**src/rtl/dmem_arbiter_if.sv**
```systemverilog
// Bundle of core, debug and memory-side signals around the data-memory arbiter.
// The slave view belongs to the arbiter and the master view to its environment.
interface dmem_arbiter_if;
  logic        c_req;
  logic        c_we;
  logic [2:0]  c_funct3;
  logic [31:0] c_addr;
  logic [31:0] c_wdata;
  logic        c_gnt;
  logic        c_rvalid;
  logic        c_err;
  logic [31:0] c_rdata;
  logic        stall;

  logic        d_req;
  logic        d_we;
  logic [31:0] d_addr;
  logic [31:0] d_wdata;
  logic        d_gnt;
  logic        d_rvalid;
  logic        d_err;
  logic [31:0] d_rdata;

  logic        m_req;
  logic        m_we;
  logic [3:0]  m_be;
  logic [31:0] m_addr;
  logic [31:0] m_wdata;
  logic        m_ack;
  logic [31:0] m_rdata;

  modport slave (
    input  c_req, c_we, c_funct3, c_addr, c_wdata,
    output c_gnt, c_rvalid, c_err, c_rdata, stall,
    input  d_req, d_we, d_addr, d_wdata,
    output d_gnt, d_rvalid, d_err, d_rdata,
    output m_req, m_we, m_be, m_addr, m_wdata,
    input  m_ack, m_rdata
  );

  modport master (
    output c_req, c_we, c_funct3, c_addr, c_wdata,
    input  c_gnt, c_rvalid, c_err, c_rdata, stall,
    output d_req, d_we, d_addr, d_wdata,
    input  d_gnt, d_rvalid, d_err, d_rdata,
    input  m_req, m_we, m_be, m_addr, m_wdata,
    output m_ack, m_rdata
  );
endinterface

```
**src/rtl/dmem_arbiter.sv**
```systemverilog
// Two-requester (core, debug) arbiter onto a single data-memory port with
// sub-word lane steering, alignment checking and an m_ack timeout.
module dmem_arbiter #(
  parameter int unsigned TIMEOUT = 15
) (
  input  logic          clk,
  input  logic          rst_n,
  dmem_arbiter_if.slave bus
);

  localparam int unsigned CNT_W = ($clog2(TIMEOUT + 1) > 4) ? $clog2(TIMEOUT + 1) : 4;
  localparam logic [CNT_W-1:0] CNT_LAST = CNT_W'(TIMEOUT - 1);
  localparam logic [CNT_W-1:0] CNT_ONE  = CNT_W'(1);

  typedef enum logic [1:0] {
    IDLE = 2'd0,
    BUSY = 2'd1,
    RESP = 2'd2
  } state_t;

  function automatic logic core_legal(input logic we, input logic [2:0] f3,
                                      input logic [1:0] off);
    logic ok;
    ok = 1'b0;
    case (f3)
      3'b000:  ok = 1'b1;
      3'b001:  ok = ~off[0];
      3'b010:  ok = (off == 2'b00);
      3'b100:  ok = ~we;
      3'b101:  ok = ~we & ~off[0];
      default: ok = 1'b0;
    endcase
    return ok;
  endfunction

  function automatic logic [3:0] core_be(input logic we, input logic [2:0] f3,
                                         input logic [1:0] off);
    logic [3:0] be;
    be = 4'b1111;
    if (we) begin
      case (f3)
        3'b000:  be = 4'b0001 << off;
        3'b001:  be = 4'b0011 << off;
        default: be = 4'b1111;
      endcase
    end else begin
      be = 4'b1111;
    end
    return be;
  endfunction

  state_t           state_r;
  state_t           next_state_s;
  logic             last_dbg_r;
  logic             owner_dbg_r;
  logic             we_r;
  logic [1:0]       off_r;
  logic [3:0]       be_r;
  logic [31:0]      addr_r;
  logic [31:0]      wdata_r;
  logic [31:0]      rdata_r;
  logic             err_r;
  logic [CNT_W-1:0] cnt_r;

  logic        pick_dbg_s;
  logic        c_gnt_s;
  logic        d_gnt_s;
  logic        sel_we_s;
  logic [31:0] sel_addr_s;
  logic [31:0] sel_wdata_s;
  logic        sel_legal_s;
  logic [3:0]  sel_be_s;
  logic        c_rvalid_s;
  logic        d_rvalid_s;

  // Arbitration, request selection and next-state decode
  always_comb begin
    next_state_s = state_r;
    c_gnt_s      = 1'b0;
    d_gnt_s      = 1'b0;
    pick_dbg_s   = bus.d_req & (~bus.c_req | ~last_dbg_r);
    sel_we_s     = bus.c_we;
    sel_addr_s   = bus.c_addr;
    sel_wdata_s  = bus.c_wdata;
    sel_legal_s  = 1'b0;
    sel_be_s     = 4'b1111;
    if (pick_dbg_s) begin
      sel_we_s    = bus.d_we;
      sel_addr_s  = bus.d_addr;
      sel_wdata_s = bus.d_wdata;
      sel_legal_s = (bus.d_addr[1:0] == 2'b00);
      sel_be_s    = 4'b1111;
    end else begin
      sel_legal_s = core_legal(bus.c_we, bus.c_funct3, bus.c_addr[1:0]);
      sel_be_s    = core_be(bus.c_we, bus.c_funct3, bus.c_addr[1:0]);
    end
    case (state_r)
      IDLE: begin
        // no grant while reset is held, since the capture would be discarded
        if ((bus.c_req | bus.d_req) & rst_n) begin
          c_gnt_s      = ~pick_dbg_s;
          d_gnt_s      = pick_dbg_s;
          next_state_s = sel_legal_s ? BUSY : RESP;
        end else begin
          next_state_s = IDLE;
        end
      end
      BUSY: begin
        if (bus.m_ack) begin
          next_state_s = RESP;
        end else if (cnt_r == CNT_LAST) begin
          next_state_s = RESP;
        end else begin
          next_state_s = BUSY;
        end
      end
      RESP:    next_state_s = IDLE;
      default: next_state_s = IDLE;
    endcase
  end

  // State register plus request capture, response capture and timeout count
  always_ff @(posedge clk) begin
    if (!rst_n) begin
      state_r     <= IDLE;
      last_dbg_r  <= 1'b1;
      owner_dbg_r <= 1'b0;
      we_r        <= 1'b0;
      off_r       <= 2'b00;
      be_r        <= 4'b0000;
      addr_r      <= 32'h0000_0000;
      wdata_r     <= 32'h0000_0000;
      rdata_r     <= 32'h0000_0000;
      err_r       <= 1'b0;
      cnt_r       <= '0;
    end else begin
      state_r <= next_state_s;
      case (state_r)
        IDLE: begin
          if (c_gnt_s | d_gnt_s) begin
            owner_dbg_r <= pick_dbg_s;
            last_dbg_r  <= pick_dbg_s;
            we_r        <= sel_we_s;
            off_r       <= sel_addr_s[1:0];
            be_r        <= sel_be_s;
            addr_r      <= {sel_addr_s[31:2], 2'b00};
            wdata_r     <= sel_wdata_s << {sel_addr_s[1:0], 3'b000};
            rdata_r     <= 32'h0000_0000;
            err_r       <= ~sel_legal_s;
            cnt_r       <= '0;
          end
        end
        BUSY: begin
          // an ack on the final allowed cycle still counts as success
          if (bus.m_ack) begin
            err_r   <= 1'b0;
            rdata_r <= we_r ? 32'h0000_0000 : (bus.m_rdata >> {off_r, 3'b000});
          end else begin
            cnt_r <= cnt_r + CNT_ONE;
            if (cnt_r == CNT_LAST) begin
              err_r <= 1'b1;
            end
          end
        end
        default: begin
        end
      endcase
    end
  end

  assign c_rvalid_s   = (state_r == RESP) & ~owner_dbg_r;
  assign d_rvalid_s   = (state_r == RESP) & owner_dbg_r;

  assign bus.c_gnt    = c_gnt_s;
  assign bus.d_gnt    = d_gnt_s;
  assign bus.c_rvalid = c_rvalid_s;
  assign bus.d_rvalid = d_rvalid_s;
  assign bus.c_err    = c_rvalid_s & err_r;
  assign bus.d_err    = d_rvalid_s & err_r;
  assign bus.c_rdata  = c_rvalid_s ? rdata_r : 32'h0000_0000;
  assign bus.d_rdata  = d_rvalid_s ? rdata_r : 32'h0000_0000;
  assign bus.stall    = bus.c_req & ~c_rvalid_s;

  assign bus.m_req    = (state_r == BUSY);
  assign bus.m_we     = (state_r == BUSY) & we_r;
  assign bus.m_be     = be_r;
  assign bus.m_addr   = addr_r;
  assign bus.m_wdata  = wdata_r;

endmodule
```
**src/flat_wrapper.sv**
```systemverilog
// flat-port wrapper written by rule: the top's interface ports become plain ports
module dmem_arbiter_flat 
#(
  parameter int unsigned TIMEOUT = 15
)
  (clk, rst_n, bus_c_req, bus_c_we, bus_c_funct3, bus_c_addr, bus_c_wdata, bus_c_gnt, bus_c_rvalid, bus_c_err, bus_c_rdata, bus_stall, bus_d_req, bus_d_we, bus_d_addr, bus_d_wdata, bus_d_gnt, bus_d_rvalid, bus_d_err, bus_d_rdata, bus_m_req, bus_m_we, bus_m_be, bus_m_addr, bus_m_wdata, bus_m_ack, bus_m_rdata);
  dmem_arbiter_if bus_i ();
  input  logic clk;
  input  logic rst_n;
  input wire logic [$bits(bus_i.c_req)-1:0] bus_c_req;
  input wire logic [$bits(bus_i.c_we)-1:0] bus_c_we;
  input wire logic [$bits(bus_i.c_funct3)-1:0] bus_c_funct3;
  input wire logic [$bits(bus_i.c_addr)-1:0] bus_c_addr;
  input wire logic [$bits(bus_i.c_wdata)-1:0] bus_c_wdata;
  output wire logic [$bits(bus_i.c_gnt)-1:0] bus_c_gnt;
  output wire logic [$bits(bus_i.c_rvalid)-1:0] bus_c_rvalid;
  output wire logic [$bits(bus_i.c_err)-1:0] bus_c_err;
  output wire logic [$bits(bus_i.c_rdata)-1:0] bus_c_rdata;
  output wire logic [$bits(bus_i.stall)-1:0] bus_stall;
  input wire logic [$bits(bus_i.d_req)-1:0] bus_d_req;
  input wire logic [$bits(bus_i.d_we)-1:0] bus_d_we;
  input wire logic [$bits(bus_i.d_addr)-1:0] bus_d_addr;
  input wire logic [$bits(bus_i.d_wdata)-1:0] bus_d_wdata;
  output wire logic [$bits(bus_i.d_gnt)-1:0] bus_d_gnt;
  output wire logic [$bits(bus_i.d_rvalid)-1:0] bus_d_rvalid;
  output wire logic [$bits(bus_i.d_err)-1:0] bus_d_err;
  output wire logic [$bits(bus_i.d_rdata)-1:0] bus_d_rdata;
  output wire logic [$bits(bus_i.m_req)-1:0] bus_m_req;
  output wire logic [$bits(bus_i.m_we)-1:0] bus_m_we;
  output wire logic [$bits(bus_i.m_be)-1:0] bus_m_be;
  output wire logic [$bits(bus_i.m_addr)-1:0] bus_m_addr;
  output wire logic [$bits(bus_i.m_wdata)-1:0] bus_m_wdata;
  input wire logic [$bits(bus_i.m_ack)-1:0] bus_m_ack;
  input wire logic [$bits(bus_i.m_rdata)-1:0] bus_m_rdata;
  assign bus_i.c_req = bus_c_req;
  assign bus_i.c_we = bus_c_we;
  assign bus_i.c_funct3 = bus_c_funct3;
  assign bus_i.c_addr = bus_c_addr;
  assign bus_i.c_wdata = bus_c_wdata;
  assign bus_c_gnt = bus_i.c_gnt;
  assign bus_c_rvalid = bus_i.c_rvalid;
  assign bus_c_err = bus_i.c_err;
  assign bus_c_rdata = bus_i.c_rdata;
  assign bus_stall = bus_i.stall;
  assign bus_i.d_req = bus_d_req;
  assign bus_i.d_we = bus_d_we;
  assign bus_i.d_addr = bus_d_addr;
  assign bus_i.d_wdata = bus_d_wdata;
  assign bus_d_gnt = bus_i.d_gnt;
  assign bus_d_rvalid = bus_i.d_rvalid;
  assign bus_d_err = bus_i.d_err;
  assign bus_d_rdata = bus_i.d_rdata;
  assign bus_m_req = bus_i.m_req;
  assign bus_m_we = bus_i.m_we;
  assign bus_m_be = bus_i.m_be;
  assign bus_m_addr = bus_i.m_addr;
  assign bus_m_wdata = bus_i.m_wdata;
  assign bus_i.m_ack = bus_m_ack;
  assign bus_i.m_rdata = bus_m_rdata;
  dmem_arbiter #(.TIMEOUT(TIMEOUT)) u_core (.clk(clk), .rst_n(rst_n), .bus(bus_i));
endmodule
```
**config.mk**
```make
export PLATFORM = sky130hd
export DESIGN_NAME = dmem_arbiter_flat
export DESIGN_NICKNAME = d
export VERILOG_FILES = /design/src/rtl/dmem_arbiter_if.sv /design/src/rtl/dmem_arbiter.sv /design/src/flat_wrapper.sv
export SDC_FILE = /design/constraint.sdc
export NUM_CORES = 1
export LEC_CHECK = 0
export BUFFER_PORTS_ARGS = -buffer_cell sky130_fd_sc_hd__buf_4
export CAP_MARGIN = 15
export CORE_MARGIN = 2
export CORE_UTILIZATION = 40
export DETAILED_ROUTE_END_ITERATION = 16
export PLACE_DENSITY = 0.85
export RECOVER_POWER = 100
export SETUP_SLACK_MARGIN = 0.1
export SLEW_MARGIN = 20
export SYNTH_ARGS = -nofsm -noshare
export SYNTH_HDL_FRONTEND = slang
export SYNTH_SLANG_ARGS = --single-unit
```
**constraint.sdc**
```tcl
create_clock -name clk -period 1.8 [get_ports clk]
set_input_delay 0.18 -clock clk [delete_from_list [all_inputs] [get_ports clk]]
set_output_delay 0.18 -clock clk [all_outputs]
set_load 0.02 [all_outputs]
```
==> out/metrics.yaml <==
slew_violations: 0
grt_first_pass_wirelength_um: 34100
dp.cells: 1186
postCtsHoldBufs: 0
final_hold_viol_count: 0
cp_cell_sequence: "buf_6, buf_4, and3b_1, buf_12, and2_1, buf_4"
drtPass1Iterations: 5
synth_area_per_cell_um2: 8.59
synthToLayoutAreaGrowth_pct: 54.7
grt_use_total: 0.263
cp-start-kind: "flop"
num_io_pins: 311
setup_viol: 0
min_period_over_period: 0.997
fmax_mhz: 557
status: "completed"
portBuffers: 308
antenna_found_initial: 0
leakagePower_nw: 4.26
row_count: 45
p_per_area_mw_per_mm2: 746
skew_ns: 0.0109
tritoncts: "done"
cpPeakStageDelay_ns: 0.33
die_x_um: 129
ys_types: 51
ir_drop_mv: 0.481
grt_pass1_vias: 6478
detail-route-antenna-nets: 0
core-area_mm2: 0.0152
worstPathArrival_ns: 1.62
gp_congestion: 0.868
layout_commonest_cell: "buf_4"
h-tree-depth: 3
chipHeight_um: 129
hold_class: "primary input to flop"
diodes: 0
drtIter0Drc: 392
cp_slowest_cell: "dfxtp_2"
fin_tns_setup_ns: 0
r2r-end: "u_core.rdata_r[17]"
nNetsFinal: 1215
maxSlewHeadroom: 0.550
clock_latency_ns: 0.35
synth_top_flop_cell: "dfxtp_1"
clockBufferDepth: 2
min_period_ns: 1.80
worstPathMaxFanout: 34
hp-start: "bus_c_addr[10]"
cts_sinks: 110
dp_hpwl_um: 16200
clk_pin_slew_ns: 0.07
crit_top_cell: "buf_4"
route.detailed.drc: 0
initial_core_util: 0.410
fin_cells: 1233
ys_seq_elements: 110
routed_wirelength_um: 23200
seq_area_frac_synth: 0.353
maxCapViolCount: 0
final_cell_mix: "244 x buf_4, 126 x mux2i_1, 107 x dfxtp_1"
post_route_cells_drive_above_1_share: 0.373
clock-root-buffer: "clkbuf_16"
rsz0062_at_grt: "true"
r2r_setup_slack_ns: 0.11
vias: 6842
yosysWarnings: 0
syn_inst: 726
synth_edf_count: 0
hold_end: "u_core.bus.m_addr[10]"
required_ns: 1.62
end_kind: "output port"
numCtsBuffers: 9
r2r_cells: 4
grt_max_degree: 49
hold_path_depth: 3
worst_pin_slew_ns: 0.670
via_per_inst: 5.55
crit_type: "flop to output port"
grt_overflow: 0
syn_area_mm2: 0.00624
die_area_mm2: 0.0166
reg2reg_from: "u_core.state_r[0]"
avgRoutedWirePerCell_um: 18.8
ys_async_sr_fraction: 0
critical path: cells and delay by family (launching register included):
family,cells,cell delay [ns]
buf+inv,4,0.56
flops,1,0.33
simple gates,2,0.36
metrics by stage:
step	area (um2)	hold WS, ns	utilization	worst slack (ns)	total power (W)
after floorplan	6250	0.339	-	0.102	0.00393
after global placement	8860	0.437	0.583	0.129	0.00488
after detailed placement	8860	0.443	0.583	0.112	0.00492
after CTS	9540	0.0902	0.627	0.0253	0.00723
after global routing	9650	0.116	0.635	-0.0261	0.00750
final	9650	0.0999	0.635	0.00484	0.00720
worst max path at each step:
stage / start / to
final: u_core.state_r[1] / bus_d_rdata[29]
after global routing: u_core.state_r[0] / bus_c_rdata[4]
after CTS: u_core.state_r[1] / bus_d_rdata[29]
after detailed placement: u_core.state_r[0] / u_core.rdata_r[17]
after global placement: u_core.state_r[0] / u_core.rdata_r[17]
after floorplan: u_core.state_r[0] / u_core.rdata_r[17]
layout make-up:
cell class	count	area, um2
well taps	188	235
clock inverters	3	68.8
inverters	5	18.8
repair buffers	374	2970
clock buffers	10	239
multi-input cells	543	3920
fillers	1295	5550
flip-flops and latches	110	2210
logic make-up (layout without fill, tap and decap cells):
family | Yosys count | in the layout | synth area share
other cells | 1 | 2 | 0.000601
simple gates | 219 | 219 | 0.194
flops | 110 | 110 | 0.353
buf+inv | 74 | 392 | 0.0497
xor+xnor | 2 | 2 | 0.00281
fa+ha+maj | 2 | 2 | 0.00401
mux | 136 | 136 | 0.220
compound gates | 182 | 182 | 0.175
layer usage:
layer	up-vias	GRT usage	part of all wire
met3	53	0.0511	0.072
met4	0	0.142	0.039
met5	-	0	0
li1	3237	-	-
met1	3204	0.296	0.37
met2	348	0.467	0.52
power by group:
group	switching, W	internal [W]
Clock	0.000900	0.00124
Sequential	0.000128	0.00265
Combinational	0.00125	0.00103
state kept, by name (all words and copies together), names as in the netlist:
name and count:
u_core.bus.m_be 4, u_core.owner_dbg_r 1, u_core.last_dbg_r 1, u_core.we_r 1, u_core.state_r 2, u_core.off_r 2
u_core.rdata_r 32, u_core.cnt_r 4, u_core.bus.m_wdata 32, u_core.err_r 1, u_core.bus.m_addr 30
synth_stat cells (all sizes together), types with 3 or more instances:
library cell | number | area share
inv | 5 | 0.0030
nor2b | 5 | 0.0050
o21a | 3 | 0.0036
and2 | 68 | 0.068
o221a | 4 | 0.0072
nand3 | 44 | 0.035
mux2i | 128 | 0.21
clkbuf | 43 | 0.026
nand4 | 6 | 0.0060
dfxtp | 110 | 0.35
o211ai | 16 | 0.019
o21ai | 91 | 0.073
nor2 | 17 | 0.010
o2bb2ai | 11 | 0.015
a22o | 8 | 0.011
nand4b | 8 | 0.011
nand3b | 3 | 0.0036
nand2 | 47 | 0.028
or4 | 8 | 0.0096
a21oi | 37 | 0.030
mux2 | 8 | 0.014
nor3b | 3 | 0.0044
buf | 26 | 0.021
timing repair:
action                                  4_1_cts  5_1_grt
pin swaps                                    13       11
cloned                                        5        2
gates resized for setup                      57       66
buffers inserted                             14       13
endpoints found under the setup margin       71      131
No activity file was read; power rests on OpenSTA's default activity.
